===== config.mk =====
export PLATFORM = sky130hd
export DESIGN_NAME = fifo_uart_drain_flat
export DESIGN_NICKNAME = d
export VERILOG_FILES = /design/src/rtl/fifo_uart_drain_if.sv /design/src/rtl/fifo_uart_drain.sv /design/src/flat_wrapper.sv
export SDC_FILE = /design/constraint.sdc
export NUM_CORES = 1
export LEC_CHECK = 0
export CAP_MARGIN = 25
export CORE_MARGIN = 1.5
export CORE_UTILIZATION = 40
export DETAILED_ROUTE_END_ITERATION = 7
export PLACE_DENSITY = 0.74
export SLEW_MARGIN = 10
export SYNTH_ARGS = -nofsm -noshare
export SYNTH_HDL_FRONTEND = slang
export SYNTH_SLANG_ARGS = --single-unit

===== constraint.sdc =====
create_clock -name clk -period 1.8 [get_ports clk]
set_input_delay 0.36 -clock clk [delete_from_list [all_inputs] [get_ports clk]]
set_output_delay 0.36 -clock clk [all_outputs]
set_load 0.01 [all_outputs]

===== src/rtl/fifo_uart_drain_if.sv =====
`default_nettype none
// ============================================================================
//  Module   : fifo_uart_drain_if
//  Purpose  : Read-port bundle between a byte FIFO and its drain.
//             master = the reader (drives the read strobe),
//             slave  = the FIFO (drives empty flag and read data).
//  Revision : 1.0  initial release
// ============================================================================
interface fifo_uart_drain_if #(
  parameter int DATA_W = 8
);
  logic              fifo_empty;
  logic [DATA_W-1:0] fifo_rd_data;
  logic              fifo_rd_en;

  modport master (
    input  fifo_empty,
    input  fifo_rd_data,
    output fifo_rd_en
  );

  modport slave (
    output fifo_empty,
    output fifo_rd_data,
    input  fifo_rd_en
  );
endinterface
`default_nettype wire


===== src/rtl/fifo_uart_drain.sv =====
`default_nettype none
// ============================================================================
//  Module   : fifo_uart_drain
//  Purpose  : Pops bytes from a FIFO one at a time and serialises each one
//             LSB-first as a UART frame on tx (8N1 by default).
//             Optional feature macro: PARITY_EN -- when defined, an even
//             parity bit is inserted between the data bits and the stop bit
//             (8E1 frame).
//  Revision : 1.0  initial release
// ============================================================================
module fifo_uart_drain #(
  parameter int CLKS_PER_BIT = 16,   // clk cycles per UART bit, >= 2
  parameter int DATA_W       = 8     // FIFO word / UART payload width, >= 2
) (
  input  wire logic         clk,
  input  wire logic         rst_n,
  input  wire logic         ena,
  fifo_uart_drain_if.master fifo,
  output logic              tx,
  output logic              busy,
  output logic              frame_done
);

  localparam int BAUD_W = $clog2(CLKS_PER_BIT);
  localparam int BIT_W  = (DATA_W > 1) ? $clog2(DATA_W) : 1;

  localparam logic [BAUD_W-1:0] C_BAUD_LAST = BAUD_W'(CLKS_PER_BIT - 1);
  localparam logic [BIT_W-1:0]  C_BIT_LAST  = BIT_W'(DATA_W - 1);

  localparam logic [2:0] S_IDLE   = 3'd0;
  localparam logic [2:0] S_POP    = 3'd1;
  localparam logic [2:0] S_LOAD   = 3'd2;
  localparam logic [2:0] S_START  = 3'd3;
  localparam logic [2:0] S_DATA   = 3'd4;
`ifdef PARITY_EN
  localparam logic [2:0] S_PARITY = 3'd5;
`endif
  localparam logic [2:0] S_STOP   = 3'd6;

  logic [2:0]        state_q;
  logic [2:0]        state_d;
  logic [BAUD_W-1:0] baud_q;
  logic [BIT_W-1:0]  bit_q;
  logic [DATA_W-1:0] shift_q;
  // Pop request: set by an IDLE cycle that saw ena && !fifo_empty, so the
  // read strobe is issued in the following cycle. This leaves one plain IDLE
  // cycle between back-to-back frames.
  logic              pend_q;
`ifdef PARITY_EN
  logic              parity_q;
`endif

  logic              w_baud_last;
  logic              w_bit_last;
  logic              w_timed;
  logic              w_rd_en;

  assign w_baud_last = (baud_q == C_BAUD_LAST);
  assign w_bit_last  = (bit_q == C_BIT_LAST);

  // Baud counter only runs while a serial bit is on the line.
  always_comb begin
    w_timed = 1'b0;
    case (state_q)
      S_START,
      S_DATA,
`ifdef PARITY_EN
      S_PARITY,
`endif
      S_STOP:  w_timed = 1'b1;
      default: w_timed = 1'b0;
    endcase
  end

  // State register; reset aborts any frame in flight.
  always_ff @(posedge clk or negedge rst_n) begin
    if (!rst_n) begin
      state_q <= S_IDLE;
    end else begin
      state_q <= state_d;
    end
  end

  // Next-state logic: POP/LOAD cover the FIFO read latency, bit states each
  // last one full baud period.
  always_comb begin
    state_d = state_q;
    case (state_q)
      S_IDLE: begin
        if (pend_q && !fifo.fifo_empty) begin
          state_d = S_POP;
        end
      end
      S_POP:   state_d = S_LOAD;
      S_LOAD:  state_d = S_START;
      S_START: begin
        if (w_baud_last) begin
          state_d = S_DATA;
        end
      end
      S_DATA: begin
        if (w_baud_last && w_bit_last) begin
`ifdef PARITY_EN
          state_d = S_PARITY;
`else
          state_d = S_STOP;
`endif
        end
      end
`ifdef PARITY_EN
      S_PARITY: begin
        if (w_baud_last) begin
          state_d = S_STOP;
        end
      end
`endif
      S_STOP: begin
        if (w_baud_last) begin
          state_d = S_IDLE;
        end
      end
      default: state_d = S_IDLE;
    endcase
  end

  // Output decode: tx is idle-high everywhere except start/data/parity.
  always_comb begin
    tx         = 1'b1;
    busy       = 1'b1;
    frame_done = 1'b0;
    w_rd_en    = 1'b0;
    case (state_q)
      S_IDLE: begin
        // The pop cycle itself already counts as busy.
        busy    = pend_q;
        // Gate with the live empty flag so the FIFO can never be under-read.
        w_rd_en = pend_q && !fifo.fifo_empty;
      end
      S_START: tx = 1'b0;
      S_DATA:  tx = shift_q[0];
`ifdef PARITY_EN
      S_PARITY: tx = parity_q;
`endif
      S_STOP:  frame_done = w_baud_last;
      default: begin
        tx = 1'b1;
      end
    endcase
  end

  assign fifo.fifo_rd_en = w_rd_en;

  // Pop request, baud/bit counters and the payload shift register.
  always_ff @(posedge clk or negedge rst_n) begin
    if (!rst_n) begin
      pend_q  <= 1'b0;
      baud_q  <= '0;
      bit_q   <= '0;
      shift_q <= '0;
    end else begin
      // ena is looked at only while idle and only for the next pop.
      pend_q <= (state_q == S_IDLE) && !pend_q && ena && !fifo.fifo_empty;

      // Cleared on every state entry so each bit gets a full period.
      if (state_d != state_q) begin
        baud_q <= '0;
      end else if (w_timed) begin
        baud_q <= baud_q + 1'b1;
      end else begin
        baud_q <= '0;
      end

      if (state_d != S_DATA) begin
        bit_q <= '0;
      end else if ((state_q == S_DATA) && w_baud_last) begin
        bit_q <= bit_q + 1'b1;
      end

      if (state_q == S_LOAD) begin
        shift_q <= fifo.fifo_rd_data;
      end else if ((state_q == S_DATA) && w_baud_last) begin
        shift_q <= shift_q >> 1;
      end
    end
  end

`ifdef PARITY_EN
  // Even parity of the payload, captured alongside it.
  always_ff @(posedge clk or negedge rst_n) begin
    if (!rst_n) begin
      parity_q <= 1'b0;
    end else if (state_q == S_LOAD) begin
      parity_q <= ^fifo.fifo_rd_data;
    end
  end
`endif

endmodule
`default_nettype wire


===== src/flat_wrapper.sv =====
// flat-port wrapper written by rule: the top's interface ports become plain ports
module fifo_uart_drain_flat 
#(
  parameter int CLKS_PER_BIT = 16,                                   
  parameter int DATA_W       = 8                                            
)
  (clk, rst_n, ena, tx, busy, frame_done, fifo_fifo_empty, fifo_fifo_rd_data, fifo_fifo_rd_en);
  fifo_uart_drain_if #(.DATA_W(DATA_W)) fifo_i ();
  input  wire logic clk;
  input  wire logic rst_n;
  input  wire logic ena;
  output logic tx;
  output logic busy;
  output logic frame_done;
  input wire logic [$bits(fifo_i.fifo_empty)-1:0] fifo_fifo_empty;
  input wire logic [$bits(fifo_i.fifo_rd_data)-1:0] fifo_fifo_rd_data;
  output wire logic [$bits(fifo_i.fifo_rd_en)-1:0] fifo_fifo_rd_en;
  assign fifo_i.fifo_empty = fifo_fifo_empty;
  assign fifo_i.fifo_rd_data = fifo_fifo_rd_data;
  assign fifo_fifo_rd_en = fifo_i.fifo_rd_en;
  fifo_uart_drain #(.CLKS_PER_BIT(CLKS_PER_BIT), .DATA_W(DATA_W)) u_core (.clk(clk), .rst_n(rst_n), .ena(ena), .fifo(fifo_i), .tx(tx), .busy(busy), .frame_done(frame_done));
endmodule

==> impl_metrics.prom, run 1 <==
# TYPE chip_impl_metric gauge
chip_impl_metric{name="antenna_left",unit=""} 0
chip_impl_metric{name="globalplace.congestion",unit=""} 0.7689
chip_impl_metric{name="cp.required",unit="ns"} 1.44
chip_impl_metric{name="synth_top_cell_area_share",unit=""} 0.4738
chip_impl_metric{name="internal_power",unit="uW"} 1032
chip_impl_metric{name="timing.max_cap.violations",unit=""} 0
chip_impl_metric{name="async_reset_ff_frac",unit=""} 1.000
chip_impl_info{name="rsz0062_at_grt",value="true"} 1
chip_impl_metric{name="die_height",unit="um"} 53.09
chip_impl_metric{name="clock_latency",unit="ns"} 0.30
chip_impl_metric{name="critical_path_peak_fanout",unit=""} 3
chip_impl_info{name="worst_setup_path_startpoint",value="u_core.state_q[0]$_DFF_PN0_"} 1
chip_impl_info{name="criticalPathCategory",value="flip-flop to output port"} 1
chip_impl_metric{name="placed_wire_length_estimate_after_detailed_placement",unit="um"} 1601
chip_impl_info{name="critPathSlowestCell",value="dfrtp_1"} 1
chip_impl_metric{name="clkTransAtPathRegs",unit="ns"} 0.11
chip_impl_metric{name="detailroute.wirelength.met3",unit="um"} 62
chip_impl_metric{name="cp.arrival",unit="ns"} 1.51
chip_impl_metric{name="worst_margin_pin_slew",unit="ns"} 0.4159
chip_impl_info{name="timing.hold.worst.class",value="primary input to async pin"} 1
chip_impl_metric{name="cts_max_path_buffers",unit=""} 2
chip_impl_info{name="path_cells",value="buf_6 -> or3b_4 -> o21a_1 -> buf_2"} 1
chip_impl_metric{name="grt_overflow",unit=""} 0
chip_impl_info{name="r2r_start",value="u_core.baud_q[0]$_DFF_PN0_"} 1
chip_impl_metric{name="final_core_utilization",unit=""} 0.5817
chip_impl_metric{name="floorplan.die.width",unit="um"} 53.09
chip_impl_metric{name="layout-drive-gt1-share",unit=""} 0.2857
chip_impl_metric{name="synth.area.mux_share",unit=""} 0.01995
chip_impl_info{name="setup.worst_path.end_class",value="output port"} 1
chip_impl_metric{name="worst_path_largest_cell_delay",unit="ns"} 0.41
chip_impl_metric{name="grt_first_pass_wirelength",unit="um"} 3588
chip_impl_metric{name="num_antenna_cells",unit=""} 0
chip_impl_info{name="ys.flop_type",value="dfrtp_1"} 1
chip_impl_metric{name="remaining_drc_errors",unit=""} 0
chip_impl_metric{name="ys_seq_area_frac",unit=""} 0.4738
chip_impl_metric{name="grt_usage",unit=""} 0.1738
chip_impl_metric{name="ff2ff_path_depth",unit=""} 5
chip_impl_metric{name="ios",unit=""} 16
chip_impl_metric{name="finalSetupViolCount",unit=""} 2
chip_impl_metric{name="vias",unit=""} 895
chip_impl_info{name="worstSetupStartpointType",value="flip-flop"} 1
chip_impl_metric{name="worst_ir_drop_vdd",unit="mV"} 0.8409
chip_impl_metric{name="xor_and_xnor_fraction_of_the_mapped_netlist_area",unit=""} 0.01746
chip_impl_metric{name="post_synth_and_or_nand_nor_area_fraction",unit=""} 0.2032
chip_impl_metric{name="cts.sinks",unit=""} 19
chip_impl_metric{name="finalWorstSetupSlack",unit="ns"} -0.06843
chip_impl_metric{name="number_of_hold_violations_in_the_final_report",unit=""} 0
chip_impl_metric{name="slew-limit-headroom",unit=""} 0.7215
chip_impl_metric{name="yosysUniqueCellTypes",unit=""} 33
chip_impl_metric{name="hold_slack",unit="ns"} 0.3755
chip_impl_metric{name="die_area",unit="mm2"} 0.002818
chip_impl_metric{name="synth_edf_count",unit=""} 0
chip_impl_metric{name="syn_avg_cell_area",unit="um2"} 9.935
chip_impl_metric{name="worst-path-stages",unit=""} 4
chip_impl_metric{name="share_clk_of_total_power",unit=""} 0.135
chip_impl_metric{name="number_of_buffers_added_by_the_clock_tree_synthesis_step",unit=""} 3
chip_impl_info{name="topRoutingLayerUsed",value="met4"} 1
chip_impl_metric{name="post_cts_hold_buffer_count",unit=""} 0
chip_impl_metric{name="start_util",unit=""} 0.4368
chip_impl_metric{name="maxSlewViolCount",unit=""} 0
chip_impl_info{name="post_synth_most_frequent_cells",value="19 x dfrtp_1, 13 x nor2_1, 9 x o21ai_0"} 1
chip_impl_metric{name="synth-adder-area-share",unit=""} 0.04738
chip_impl_metric{name="compound_gate_portion_of_the_synthesized_area",unit=""} 0.1945
chip_impl_metric{name="wl",unit="um"} 2146
chip_impl_metric{name="min_period_over_period",unit=""} 1.038
chip_impl_metric{name="syn-instance-count",unit=""} 101
chip_impl_metric{name="clock_tree.htree_level_count",unit=""} 1
chip_impl_metric{name="ys_ff_latch",unit=""} 19
chip_impl_metric{name="timing.fmax",unit="MHz"} 535.2
chip_impl_info{name="status",value="finished with violations"} 1
chip_impl_metric{name="clock_skew",unit="ns"} 0.004200
chip_impl_metric{name="powerDensity",unit="mW/mm2"} 1215
chip_impl_info{name="rr_endpoint",value="u_core.bit_q[2]$_DFFE_PN0P_"} 1
chip_impl_info{name="failed_checks",value="setup timing"} 1
chip_impl_metric{name="fin_nets",unit=""} 149
chip_impl_metric{name="synth.yosys.warnings",unit=""} 0
chip_impl_metric{name="grt_antenna_before_repair",unit=""} 0
chip_impl_metric{name="dr_wl_met2",unit="um"} 1122
chip_impl_info{name="setup.worst_path.end",value="tx"} 1
chip_impl_metric{name="synth.cell_area",unit="mm2"} 0.001003
chip_impl_metric{name="dr.first_iter.drc_count",unit=""} 7
chip_impl_metric{name="pwr-share-comb",unit=""} 0.455
chip_impl_metric{name="regToRegSetupSlack",unit="ns"} 0.19
chip_impl_metric{name="synthesized_net_count",unit=""} 116
chip_impl_metric{name="fin_crit",unit="ns"} 1.868
chip_impl_metric{name="met1_layer_wirelength_in_the_final_routing",unit="um"} 942
chip_impl_info{name="yosys-top-cells-area",value="dfrtp_1 47%, nor2_1 4.9%, o21ai_0 4.5%"} 1
chip_impl_info{name="yosysMostFrequentCell",value="dfrtp_1"} 1
chip_impl_metric{name="routedWlPerCell",unit="um"} 13.33
chip_impl_info{name="clockRootBuffer",value="clkbuf_4"} 1
chip_impl_info{name="yosys.area.top_type",value="dfrtp_1"} 1
chip_impl_metric{name="vias_in_the_first_global_route",unit=""} 804
chip_impl_metric{name="switching_power",unit="uW"} 591.2
chip_impl_metric{name="total_power",unit="uW"} 1623
chip_impl_metric{name="num_rows",unit=""} 17
chip_impl_metric{name="design.core.area",unit="mm2"} 0.002297
chip_impl_metric{name="drt-vias-per-instance",unit=""} 5.559
chip_impl_metric{name="grt_start_max_net_pins",unit=""} 20
chip_impl_metric{name="crit_buf_inv",unit=""} 2
chip_impl_info{name="critical_path.top_delay_family",value="flip-flops"} 1
chip_impl_metric{name="area_growth",unit="%"} 33.17
chip_impl_info{name="cts_tree",value="done"} 1
chip_impl_info{name="largest_family_of_logic_cells_by_synthesized_area",value="simple AND/OR/NAND/NOR gates"} 1
chip_impl_metric{name="power.switching_fraction",unit=""} 0.3642
chip_impl_metric{name="first_pass_iteration_count_of_the_detailed_router",unit=""} 4
chip_impl_metric{name="io_buffers",unit=""} 15
chip_impl_metric{name="p_leak",unit="uW"} 0.0005672
chip_impl_metric{name="seq_power_share",unit=""} 0.411
==> what timing repair did <==
| item | in CTS | in global routing |
|---|---|---|
| buffers inserted | 5 | 1 |
| resized for setup | 22 | 5 |
| pin swaps | 1 | 2 |
| endpoints found under the setup margin | 4 | 5 |
==> worst min-delay path by stage <==
stage                                    end  slack [ns]  cells past startpoint
6_report       u_core.shift_q[4]$_DFFE_PN0P_        0.38                      2
5_1_grt        u_core.shift_q[4]$_DFFE_PN0P_        0.38                      2
4_1_cts          u_core.state_q[1]$_DFF_PN0_        0.38                      2
3_5_place_dp      u_core.baud_q[0]$_DFF_PN0_        0.45                      1
3_3_place_gp      u_core.baud_q[0]$_DFF_PN0_        0.45                      1
2_1_floorplan     u_core.baud_q[0]$_DFF_PN0_        0.06                      0
==> cell usage in the layout, fill, tap and decap left out, types with 2 or more instances in the layout <==
cell type,Yosys,final
dfrtp_1,19,19
a22o_1,2,2
o21ai_0,9,9
buf_2,5,3
mux2i_1,2,2
buf_4,0,19
clkbuf_4,0,3
a31oi_1,7,7
a2bb2oi_1,2,2
ha_1,3,2
clkdlybuf4s50_1,0,11
nor3b_2,3,3
nand3_1,5,5
a21oi_1,6,6
buf_6,1,2
nor2b_1,3,2
nor2_1,13,13
==> metal layers <==
layer / global-route usage / vias up
met1: 0.2128 / 442
li1: - / 434
met3: 0.03390 / 2
met2: 0.3000 / 17
met5: 0 / -
met4: 0.06410 / 0
==> per-stage QoR <==
step | std cells | TNS [ns] | worst slack (ns) | instance area (um2)
2_1_floorplan | 101 | 0 | 0.2385 | 1003
3_3_place_gp | 152 | -0.2523 | -0.2523 | 1261
3_5_place_dp | 152 | -0.3590 | -0.2923 | 1261
4_1_cts | 161 | -0.1510 | -0.08816 | 1321
5_1_grt | 161 | -0.3477 | -0.1393 | 1336
6_report | 161 | -0.1286 | -0.06843 | 1336
==> sequential cells by signal (all words and copies together) (netlist names) <==
signal and flops:
u_core.bit_q 3, u_core.baud_q 4, u_core.pend_q 1, u_core.shift_q 8, u_core.state_q 3
==> worst reg2reg max path, cell delays in order, from the launching register on <==
cell	delay, ns
dfrtp_1	0.39
ha_2	0.18
buf_4	0.12
nand3_1	0.30
nor3_1	0.37
a22o_1	0.19
==> cell type report <==
type	count	area, um2
fill	192	960.9
multi-input combinational	74	504.2
sequential	19	475.5
timing repair buffer	35	290.3
tap	28	35.03
clock buffer	3	22.52
clock inverter	1	5.005
inverter	1	3.754
==> cell families after synthesis <==
logic type,count (synthesis)
AND/OR/NAND/NOR,35
AO/OA/AOI/OAI,31
flip-flops,19
buffers and inverters,8
adder cells (fa/ha/maj),4
XOR/XNOR,2
multiplexers,2
==> power by group through the flow <==
stage / Clock, uW / Combinational [uW] / Sequential (uW)
5_1_grt: 250 / 827 / 682
3_3_place_gp: 0 / 675 / 666
6_report: 218 / 738 / 667
4_1_cts: 223 / 745 / 663
3_5_place_dp: 0 / 708 / 676
2_1_floorplan: 0 / 444 / 660
(Power assumes the default switching activity.)
==> run 2: changes to the inputs <==
--- a/config.mk
+++ b/config.mk
@@ -9,6 +9,7 @@
 export CORE_MARGIN = 1.5
 export CORE_UTILIZATION = 40
 export DETAILED_ROUTE_END_ITERATION = 7
+export GPL_TIMING_DRIVEN = 1
 export PLACE_DENSITY = 0.74
 export SLEW_MARGIN = 10
 export SYNTH_ARGS = -nofsm -noshare
==> results of run 2 <==
No change in the layout: final DEF, timing and power equal those of run 1.
